[config.mk]
export PLATFORM = sky130hd
export DESIGN_NAME = fetch_pc_gen
export DESIGN_NICKNAME = d
export VERILOG_FILES = /design/src/rtl/fetch_pc_gen.sv
export SDC_FILE = /design/constraint.sdc
export NUM_CORES = 1
export LEC_CHECK = 0
export CAP_MARGIN = 20
export CORE_ASPECT_RATIO = 2
export CORE_MARGIN = 3
export CORE_UTILIZATION = 55
export DETAILED_ROUTE_END_ITERATION = 8
export PLACE_DENSITY = 0.82
export SYNTH_ARGS = -nofsm -noshare
export SYNTH_HDL_FRONTEND = slang
export SYNTH_SLANG_ARGS = --single-unit
[constraint.sdc]
create_clock -name clock -period 5.7 [get_ports clock]
set_input_delay 0.57 -clock clock [delete_from_list [all_inputs] [get_ports clock]]
set_output_delay 0.57 -clock clock [all_outputs]
set_load 0.01 [all_outputs]
[src/rtl/fetch_pc_gen.sv]
// PC generation and fetch control ahead of the instruction-fetch unit.
// Tracks in-flight fetches, squashes stale responses, buffers one {pc,inst}.
module fetch_pc_gen #(
  parameter logic [63:0] RESET_PC = 64'h0000_0000_8000_0000,
  parameter int unsigned MAX_OUT  = 2
) (
  input  logic        clock,
  input  logic        reset,
  input  logic        redirect_valid,
  input  logic [63:0] redirect_pc,
  output logic [63:0] io_pc,
  output logic        io_pc_valid,
  input  logic        io_pc_ready,
  input  logic [31:0] io_inst,
  input  logic        io_inst_valid,
  output logic        io_inst_ready,
  output logic        out_valid,
  input  logic        out_ready,
  output logic [63:0] out_pc,
  output logic [31:0] out_inst
);

  localparam int CW = $clog2(MAX_OUT + 1);
  localparam int PW = (MAX_OUT > 1) ? $clog2(MAX_OUT) : 1;
  localparam logic [CW-1:0] CMAX  = CW'(MAX_OUT);
  localparam logic [PW-1:0] PLAST = PW'(MAX_OUT - 1);

  logic [63:0]   pc_reg, pc_nxt;
  logic [63:0]   pend_pc, pend_pc_nxt;
  logic          pend, pend_nxt;
  logic [CW-1:0] cnt, cnt_nxt;
  logic [CW-1:0] kill, kill_nxt, kill_dec;
  logic [63:0]   fifo [MAX_OUT];
  logic [PW-1:0] wr_ptr, rd_ptr;

  logic acc, rsp, stall;
  logic redir_now, redir_hold, deliver;

  assign io_pc         = pc_reg;
  assign io_pc_valid   = reset & (cnt < CMAX);
  assign io_inst_ready = (kill != '0) | ~out_valid | out_ready;

  assign acc   = io_pc_valid & io_pc_ready;
  assign rsp   = io_inst_valid & io_inst_ready;
  assign stall = io_pc_valid & ~io_pc_ready;

  // A redirect that hits a stalled request must wait for it to go out.
  assign redir_now  = redirect_valid & ~stall;
  assign redir_hold = redirect_valid & stall;
  assign deliver    = rsp & (kill == '0) & ~redirect_valid;

  assign cnt_nxt  = cnt + CW'(acc) - CW'(rsp);
  assign kill_dec = (rsp && kill != '0) ? kill - CW'(1) : kill;

  // Next pc, kill count and pending-redirect state.
  always_comb begin
    pc_nxt      = pc_reg;
    kill_nxt    = kill_dec;
    pend_nxt    = pend;
    pend_pc_nxt = pend_pc;
    if (redir_now) begin
      pc_nxt   = redirect_pc;
      kill_nxt = cnt_nxt;
      pend_nxt = 1'b0;
    end else if (redir_hold) begin
      kill_nxt    = cnt_nxt;
      pend_nxt    = 1'b1;
      pend_pc_nxt = redirect_pc;
    end else if (acc && pend) begin
      pc_nxt   = pend_pc;
      kill_nxt = kill_dec + CW'(1);
      pend_nxt = 1'b0;
    end else if (acc) begin
      pc_nxt = pc_reg + 64'd4;
    end
  end

  // Fetch-control state registers.
  always_ff @(posedge clock or negedge reset) begin
    if (!reset) begin
      pc_reg  <= RESET_PC;
      pend_pc <= '0;
      pend    <= 1'b0;
      cnt     <= '0;
      kill    <= '0;
    end else begin
      pc_reg  <= pc_nxt;
      pend_pc <= pend_pc_nxt;
      pend    <= pend_nxt;
      cnt     <= cnt_nxt;
      kill    <= kill_nxt;
    end
  end

  // PC FIFO pairing each response with the address that produced it.
  always_ff @(posedge clock or negedge reset) begin
    if (!reset) begin
      wr_ptr <= '0;
      rd_ptr <= '0;
      for (int i = 0; i < int'(MAX_OUT); i++) fifo[i] <= '0;
    end else begin
      if (acc) begin
        fifo[wr_ptr] <= pc_reg;
        wr_ptr <= (wr_ptr == PLAST) ? '0 : wr_ptr + PW'(1);
      end
      if (rsp) rd_ptr <= (rd_ptr == PLAST) ? '0 : rd_ptr + PW'(1);
    end
  end

  // One-entry decode buffer; refill may coincide with drain.
  always_ff @(posedge clock or negedge reset) begin
    if (!reset) begin
      out_valid <= 1'b0;
      out_pc    <= '0;
      out_inst  <= '0;
    end else if (redirect_valid) begin
      out_valid <= 1'b0;
    end else if (deliver) begin
      out_valid <= 1'b1;
      out_pc    <= fifo[rd_ptr];
      out_inst  <= io_inst;
    end else if (out_valid && out_ready) begin
      out_valid <= 1'b0;
    end
  end

  a_no_orphan_rsp: assert property (
    @(posedge clock) disable iff (!reset) !(rsp && cnt == '0)
  ) else $error("response with no outstanding request");

  a_kill_le_cnt: assert property (
    @(posedge clock) disable iff (!reset) (kill <= cnt) && (cnt <= CMAX)
  ) else $error("kill/cnt bound broken");

endmodule

==> results.json, run 1 <==
{
  "status": "finished clean",
  "cts_setup_buffers": 0,
  "r2r_slack_ns": 2.32,
  "worstPathCellList": "clkdlybuf4s50_1 -> and3b_1 -> a21oi_4 -> nor2_1 -> nand2_1 -> o21ai_0 -> a21oi_1",
  "start_util": 0.559,
  "overflow": 0,
  "cts_max_path_buffers": 3,
  "synth.area.top_cells": "dfrtp_1 (54%), mux2_2 (15%), mux2i_1 (4.2%)",
  "clk_pin_slew_ns": 0.07,
  "end_kind": "flip-flop",
  "drv_slew": 0,
  "insertion_delay_ns": 0.58,
  "place_area_mm2": 0.0195,
  "postSynth.asyncResetShare": 1.00,
  "coreArea_mm2": 0.0296,
  "syn_to_final_growth_pct": 24.1,
  "p_int_mw": 7.18,
  "final_cell_mix": "dfrtp_1 (358), clkdlybuf4s50_1 (262), mux2_2 (221)",
  "yosysSeqAreaShare": 0.544,
  "cts-root-buf": "clkbuf_16",
  "synth_cells": 1448,
  "p_switching_mw": 3.86,
  "dr.pass1.iters": 5,
  "layout_commonest_cell": "dfrtp_1",
  "fmax_mhz": 295,
  "routed_via_density": 6.31,
  "clockPowerShare": 0.205,
  "finClkSkew_ns": 0.0108,
  "syn_area_mm2": 0.0166,
  "mappedNetlistNets": 1554,
  "grt_pass1_wl_um": 76800,
  "fin_nets": 1771,
  "p_total_mw": 11.0,
  "ys_types": 72,
  "drc": 0,
  "tightest_slew_ns": 1.11,
  "ys_ff_latch": 360,
  "synth_area_per_cell_um2": 11.4,
  "cts_made_buffers": 31,
  "ys_warn_count": 0,
  "tritoncts": "done",
  "cts.sink_count": 360,
  "drive_gt1_frac": 0.189,
  "routed_wl_um": 49700,
  "dieArea_mm2": 0.0324,
  "r2r_cells": 7,
  "max_slew_margin": 0.259,
  "die_x_um": 129,
  "tns_ns": 0,
  "die_h_um": 251,
  "slowest_stage": "clkdlybuf4s50_1",
  "rr_endpoint": "io_pc[44]$_DFFE_PN0P_",
  "finalCritPeriodShare": 0.594,
  "rsz0062_at_grt": "no",
  "power_density_mw_per_mm2": 537,
  "path_max_fanout": 18,
  "fin_crit_ns": 3.39,
  "worstPathRequired_ns": 6.16,
  "grt_pass1_vias": 13510,
  "leakage_nw": 8.69,
  "first_iter_violations": 914,
  "dp_hpwl_um": 34700,
  "synth_top_area_frac": 0.543,
  "rows": 89,
  "seqPwrFrac": 0.446,
  "port_buffers": 264,
  "h-tree-depth": 1,
  "startpoint_type": "primary input",
  "slowest_delay_ns": 0.87,
  "path_class": "in -> reg",
  "yosys.area.top_type": "dfrtp_1",
  "grt.total_usage": 0.305,
  "grt_max_degree": 190,
  "fin_area_mm2": 0.0206,
  "routabilityCongestion": 0.935,
  "path_buf_inv": 1,
  "antenna_found_initial": 2,
  "pin_count": 265,
  "synth_ff_type": "dfrtp_1",
  "p_comb_frac": 0.348,
  "peakVddDrop_mv": 0.355,
  "critPathArrivalTime_ns": 3.85,
  "routedWlPerCell_um": 24.2,
  "final-hold-violation-count": 0,
  "synth_edf_count": 0,
  "cts_resized": 0,
  "vias": 12972,
  "setup_viol": 0,
  "antenna_left": 0,
  "hp-class": "in -> async",
  "drv_cap": 0,
  "ctsHoldBuffers": 0,
  "rr_startpoint": "io_pc[3]$_DFFE_PN0P_",
  "crit_family": "simple AND/OR/NAND/NOR gates",
  "switching_share": 0.349
}
registers in the layout, indices dropped and copies added, names as in the netlist:
signal / flops
rd_ptr: 1
out_valid: 1
out_inst: 32
wr_ptr: 1
cnt: 2
pend_pc: 64
fifo: 128
io_pc: 64
out_pc: 64
kill: 2
pend: 1
synthesized netlist by cell type (all sizes together) (5+ instances only):
cell type	number
dfrtp	359
mux2	221
nand2	127
o21ai	123
clkbuf	70
mux2i	69
nor2	69
a21oi	68
nand3	38
nand4	32
buf	30
nor3	22
xnor2	22
xor2	19
o22ai	17
a22o	16
inv	14
nor4	14
and3	13
or3	10
a211oi	8
a22oi	7
a31oi	7
and4	6
a221oi	5
worst reg2reg max path: cells and delay by family (launching register included):
kind | cells | cell delay, ns
simple gates | 5 | 2.23
flops | 1 | 0.65
fa+ha+maj | 1 | 0.30
compound gates | 1 | 0.07
power groups by stage:
stage,clock [mW],combinational [mW],sequential [mW]
global route,2.38,4.17,5.05
detailed placement,0,3.85,4.94
floorplan,0,2.10,4.64
global placement,0,3.71,4.87
finish,2.27,3.84,4.93
CTS,2.28,3.87,4.91
metal layers:
| layer | routed length (um) | global-route usage |
|---|---|---|
| met2 | 26400 | 0.545 |
| met1 | 17100 | 0.345 |
| met4 | 3320 | 0.176 |
| met3 | 2910 | 0.0370 |
| met5 | 0 | 0 |
kinds of logic (layout without fill, tap and decap cells):
group	Yosys count	after routing	synth area share
muxes	290	290	0.192
AOI/OAI and AO/OA	287	287	0.103
adders and majority gates	4	4	0.00302
xor gates and xnor gates	41	41	0.0217
buffers and inverters	114	355	0.0301
DFF	360	360	0.544
other	0	2	0
and+or+nand+nor	352	352	0.106
through the flow:
step                setup slack (ns)  instances   util  hold WS [ns]
floorplan                       3.41       1448      -         0.274
global route                    2.23       2055  0.694        0.0772
CTS                             2.45       2053  0.694        0.0520
detailed placement              1.87       1996  0.657         0.469
finish                          2.31       2055  0.694        0.0186
global placement                1.95       1996  0.657         0.460
worst max-delay path by stage:
stage / start / end / slack (ns) / cells past startpoint
final: io_pc_ready / io_pc[18]$_DFFE_PN0P_ / 2.31 / 7
after global routing: io_pc_ready / io_pc[53]$_DFFE_PN0P_ / 2.23 / 8
after CTS: io_pc[3]$_DFFE_PN0P_ / io_pc[44]$_DFFE_PN0P_ / 2.45 / 7
after detailed placement: io_pc_ready / io_pc[18]$_DFFE_PN0P_ / 1.87 / 7
after global placement: io_pc_ready / io_pc[48]$_DFFE_PN0P_ / 1.95 / 8
after floorplan: kill[0]$_DFF_PN0_ / out_inst[10]$_DFFE_PN0P_ / 3.41 / 9
cell type report:
class / instances / area [um2]
multi-input cells: 974 / 7090
repair buffers: 284 / 2840
flip-flops and latches: 360 / 9010
well taps: 364 / 455
clock inverters: 12 / 180
fillers: 2156 / 9070
inverters: 14 / 52.6
clock buffers: 45 / 908
diodes: 2 / 5.00
Power figures use the tool's default switching activity.
==> inputs of run 2 (changes only) <==
Settings changed: CORE_UTILIZATION 55 to 49, PLACE_DENSITY 0.82 to 0.77.
Clock period 5.7 ns to 2.9 ns, I/O delays scaled along.
==> run 2 against run 1 <==
Utilization is 5.6 points lower. Sequential power rose by 88%. Total power increased by 100%. Setup slack lost 2.0 ns. Critical endpoint is now io_pc[59]$_DFFE_PN0P_. Final cell count is 6.3% higher. Non-clock buffer count rose by 60. Count of clock-buffer cells in the layout grew 2. Via count increased by 0.42%. Sequential share of layout area fell by 1.3 points. Die area up 12%. Global-route usage down 1.3 points. Critical path type is now reg -> reg.
==> results.json, run 2 (synthesis results as in run 1) <==
{
  "tns_ns": 0,
  "fin_nets": 1834,
  "overflow": 0,
  "drc": 0,
  "worstPathCellList": "nand4_1 -> or3_2 -> nor2_1 -> nand4_2 -> or3_1 -> a211oi_1",
  "routedWlPerCell_um": 23.9,
  "p_switching_mw": 7.72,
  "finClkSkew_ns": 0.0210,
  "insertion_delay_ns": 0.53,
  "critPathArrivalTime_ns": 3.03,
  "cts-root-buf": "clkbuf_16",
  "coreArea_mm2": 0.0332,
  "clockPowerShare": 0.210,
  "antenna_found_initial": 0,
  "pin_count": 265,
  "routed_via_density": 5.96,
  "clk_pin_slew_ns": 0.06,
  "place_area_mm2": 0.0200,
  "r2r_slack_ns": 0.29,
  "rsz0062_at_grt": "no",
  "top_register": "fifo",
  "path_max_fanout": 9,
  "final_cell_mix": "dfrtp_1 (358), clkdlybuf4s50_1 (262), mux2_2 (221)",
  "slowest_delay_ns": 0.63,
  "num-fill-cells": 2704,
  "grt_pass1_wl_um": 80400,
  "leakage_nw": 9.04,
  "path_class": "reg -> reg",
  "grt.total_usage": 0.292,
  "hp-class": "in -> async",
  "p_int_mw": 14.6,
  "vias": 13026,
  "ctsHoldBuffers": 1,
  "tritoncts": "done",
  "rows": 94,
  "r2r_cells": 6,
  "drive_gt1_frac": 0.219,
  "die_x_um": 136,
  "cts_made_buffers": 34,
  "dr.pass1.iters": 5,
  "drv_cap": 0,
  "fmax_mhz": 383,
  "p_comb_frac": 0.375,
  "end_kind": "flip-flop",
  "hold_ws_ns": 0.169,
  "cts.sink_count": 360,
  "rr_startpoint": "io_pc[31]$_DFFE_PN1P_",
  "cts_max_path_buffers": 3,
  "h-tree-depth": 2,
  "peakVddDrop_mv": 0.698,
  "port_buffers": 264,
  "fin_area_mm2": 0.0212,
  "start_util": 0.499,
  "drv_slew": 0,
  "worstPathRequired_ns": 3.32,
  "layout_commonest_cell": "dfrtp_1",
  "setup_viol": 0,
  "tightest_slew_ns": 0.903,
  "die_h_um": 266,
  "rr_endpoint": "io_pc[59]$_DFFE_PN0P_",
  "fin_crit_ns": 2.61,
  "first_iter_violations": 759,
  "startpoint_type": "flip-flop",
  "power_density_mw_per_mm2": 1050,
  "cts_setup_buffers": 0,
  "largest_reg_flops": 128,
  "dieArea_mm2": 0.0362,
  "max_slew_margin": 0.398,
  "routed_wl_um": 52300,
  "switching_share": 0.346,
  "syn_to_final_growth_pct": 27.8,
  "grt_max_degree": 95,
  "grt_pass1_vias": 13857,
  "cts_resized": 0,
  "finalCritPeriodShare": 0.899,
  "antenna_left": 0,
  "diodes": 0,
  "final-hold-violation-count": 0,
  "seqPwrFrac": 0.415,
  "routabilityCongestion": 0.930,
  "dp_hpwl_um": 38400,
  "slowest_stage": "dfstp_2",
  "status": "finished clean"
}
-- run 2: how the worst max path moves through the flow --
| stage | start | end | cells past startpoint |
|---|---|---|---|
| floorplan | kill[0]$_DFF_PN0_ | out_inst[10]$_DFFE_PN0P_ | 9 |
| global placement | io_pc_ready | kill[1]$_DFF_PN0_ | 10 |
| detailed placement | io_pc_ready | kill[1]$_DFF_PN0_ | 10 |
| CTS | io_pc[31]$_DFFE_PN1P_ | io_pc[59]$_DFFE_PN0P_ | 6 |
| global route | io_pc[31]$_DFFE_PN1P_ | io_pc[59]$_DFFE_PN0P_ | 6 |
| finish | io_pc[31]$_DFFE_PN1P_ | io_pc[59]$_DFFE_PN0P_ | 6 |
-- run 2: power by group through the flow --
| stage | Combinational, mW | Clock, mW | Sequential [mW] |
|---|---|---|---|
| finish | 8.36 | 4.69 | 9.26 |
| global route | 9.00 | 4.97 | 9.53 |
| CTS | 8.45 | 4.77 | 9.25 |
| detailed placement | 8.41 | 0 | 9.33 |
| global placement | 8.17 | 0 | 9.19 |
| floorplan | 4.13 | 0 | 9.11 |
-- run 2: per-layer routing --
metal  GRT usage  vias to the layer above  wire length, um
li1            -                     5783                -
met1       0.306                     6535            17200
met2       0.521                      552            27600
met3      0.0435                      156             2990
met4       0.216                        0             4560
met5           0                        -                0
-- run 2: through the flow --
| step | std cells | total power [mW] | setup slack (ns) | utilization |
|---|---|---|---|---|
| 2_1_floorplan | 1448 | 13.2 | 0.606 | - |
| 3_3_place_gp | 2123 | 17.4 | 0.343 | 0.603 |
| 6_report | 2185 | 22.3 | 0.292 | 0.638 |
| 4_1_cts | 2185 | 22.5 | 0.351 | 0.638 |
| 5_1_grt | 2185 | 23.5 | 0.128 | 0.638 |
| 3_5_place_dp | 2123 | 17.7 | 0.322 | 0.603 |
-- run 2: cell type report --
type | instances | area (um2) | area share
clock buffers | 47 | 991 | 0.0468
clock inverters | 14 | 176 | 0.00834
inverters | 14 | 52.6 | 0.00248
multi-input cells | 974 | 7090 | 0.335
flip-flops and latches | 360 | 9010 | 0.426
well taps | 432 | 541 | 0.0255
repair buffers | 344 | 3300 | 0.156
-- run 2: worst max-delay path, delay by kind of cell (launching register included) --
kind | cells | cell delay (ns)
AOI/OAI and AO/OA | 1 | 0.24
DFF | 1 | 0.63
and+or+nand+nor | 5 | 1.63
==> inputs of run 3 (changes only) <==
Settings changed: GPL_ROUTABILITY_DRIVEN from default to 0.
==> run 3 against run 2 <==
Setup slack got worse by 0.092 ns. Non-clock buffer count fell by 9. Global-route usage fell by 0.68 points. Combinational power fell by 1%. First-iteration DRC count rose by 18%. Critical path type unchanged. Largest power group unchanged. Highest routed layer unchanged.
==> results.json, run 3 (synthesis results as in run 1) <==
{
  "cts-root-buf": "clkbuf_16",
  "grt_pass1_vias": 13809,
  "top_register": "fifo",
  "routed.top_layer": "met4",
  "finClkSkew_ns": 0.0143,
  "drc": 0,
  "end_kind": "flip-flop",
  "fmax_mhz": 370,
  "cts_resized": 0,
  "drive_gt1_frac": 0.214,
  "h-tree-depth": 1,
  "r2r_slack_ns": 0.20,
  "critPathArrivalTime_ns": 3.18,
  "worstPathCellList": "nand4_1 -> nor4_1 -> buf_4 -> nand3_1 -> nor3_2 -> a31oi_1 -> a211oi_1",
  "slowest_delay_ns": 0.65,
  "path_class": "reg -> reg",
  "power_density_mw_per_mm2": 1040,
  "startpoint_type": "flip-flop",
  "dp_hpwl_um": 36900,
  "fin_nets": 1822,
  "diodes": 0,
  "wl_met3_um": 3520,
  "cts.sink_count": 360,
  "rr_startpoint": "io_pc[48]$_DFFE_PN0P_",
  "status": "finished clean",
  "final-hold-violation-count": 0,
  "port_buffers": 264,
  "antenna_found_initial": 0,
  "peakVddDrop_mv": 0.712,
  "max_slew_margin": 0.428,
  "routedWlPerCell_um": 23.6,
  "tns_ns": 0,
  "rsz0062_at_grt": "no",
  "slowest_stage": "dfrtp_1",
  "worstPathRequired_ns": 3.37,
  "cts_max_path_buffers": 3,
  "leakage_nw": 8.95,
  "r2r_cells": 7,
  "wl_met2_um": 27000,
  "vias": 13136,
  "antenna_left": 0,
  "dr.pass1.iters": 5,
  "die_x_um": 136,
  "drt-met1-wl_um": 16900,
  "start_util": 0.499,
  "largest_reg_flops": 128,
  "grt_pass1_wl_um": 79300,
  "drv_cap": 0,
  "overflow": 0,
  "rows": 94,
  "insertion_delay_ns": 0.58,
  "hp-class": "in -> async",
  "syn_to_final_growth_pct": 26.9,
  "grt.total_usage": 0.285,
  "first_iter_violations": 892,
  "finalCritPeriodShare": 0.931,
  "grt_max_degree": 94,
  "fin_crit_ns": 2.70,
  "path_max_fanout": 9,
  "routed_wl_um": 51300,
  "clk_pin_slew_ns": 0.07,
  "final_cell_mix": "dfrtp_1 (358), clkdlybuf4s50_1 (262), mux2_2 (221)",
  "p_total_mw": 21.9,
  "rr_endpoint": "io_pc[62]$_DFFE_PN0P_",
  "pin_count": 265,
  "routed_via_density": 6.05,
  "tritoncts": "done",
  "setup_viol": 0,
  "coreArea_mm2": 0.0332,
  "tightest_slew_ns": 0.858,
  "dieArea_mm2": 0.0362,
  "cts_made_buffers": 31,
  "drv_slew": 0,
  "num-fill-cells": 2666,
  "die_h_um": 266,
  "layout_commonest_cell": "dfrtp_1"
}
[run 3: critical path, delay by kind of cell (launching register included)]
| kind | cells | cell delay, ns |
|---|---|---|
| AND/OR/NAND/NOR | 4 | 1.34 |
| AO/OA/AOI/OAI | 2 | 0.40 |
| flip-flops | 1 | 0.65 |
| buffers and inverters | 1 | 0.20 |
[run 3: where the power goes]
| part | switching [mW] | total [mW] | internal, mW |
|---|---|---|---|
| Sequential | 2.06 | 9.39 | 7.34 |
| Clock | 1.86 | 4.25 | 2.39 |
| Combinational | 3.75 | 8.24 | 4.49 |
| Total | 7.67 | 21.9 | 14.2 |
[run 3: cell type report]
cell class	instances	area (um2)	area share
Multi-Input combinational cell	974	7090	0.338
Timing Repair Buffer	335	3270	0.155
Sequential cell	360	9010	0.429
Clock inverter	12	116	0.00554
Tap cell	432	541	0.0257
Inverter	14	52.6	0.00250
Clock buffer	44	925	0.0440
[run 3: worst max path at each step]
| stage | startpoint | endpoint | slack (ns) |
|---|---|---|---|
| CTS | io_pc[31]$_DFFE_PN1P_ | io_pc[59]$_DFFE_PN0P_ | 0.29 |
| floorplan | kill[0]$_DFF_PN0_ | out_inst[10]$_DFFE_PN0P_ | 0.61 |
| global route | io_pc[26]$_DFFE_PN0P_ | io_pc[41]$_DFFE_PN0P_ | 0.10 |
| detailed placement | io_pc[31]$_DFFE_PN1P_ | io_pc[59]$_DFFE_PN0P_ | 0.31 |
| global placement | io_pc[31]$_DFFE_PN1P_ | io_pc[59]$_DFFE_PN0P_ | 0.35 |
| finish | io_pc[48]$_DFFE_PN0P_ | io_pc[62]$_DFFE_PN0P_ | 0.20 |
[run 3: per-layer routing]
metal / global-route usage / up-vias
met5: 0 / -
met4: 0.185 / 0
li1: - / 5744
met3: 0.0397 / 222
met1: 0.314 / 6484
met2: 0.507 / 686
[run 3: through the flow]
step | util | area, um2 | setup slack (ns) | hold slack [ns] | std cells
after global placement | 0.602 | 20000 | 0.353 | 0.141 | 2114
after floorplan | - | 16600 | 0.606 | -0.00559 | 1448
final | 0.633 | 21000 | 0.200 | 0.146 | 2171
after CTS | 0.633 | 21000 | 0.292 | 0.127 | 2171
after detailed placement | 0.602 | 20000 | 0.306 | 0.143 | 2114
after global routing | 0.633 | 21000 | 0.103 | 0.167 | 2171
[run 3: timing repair]
item / in CTS / in global routing
setup endpoints to repair: 0 / 0
buffers inserted: 0 / 0
hold buffers: 1 / 0
hold endpoints to repair: 20 / 0
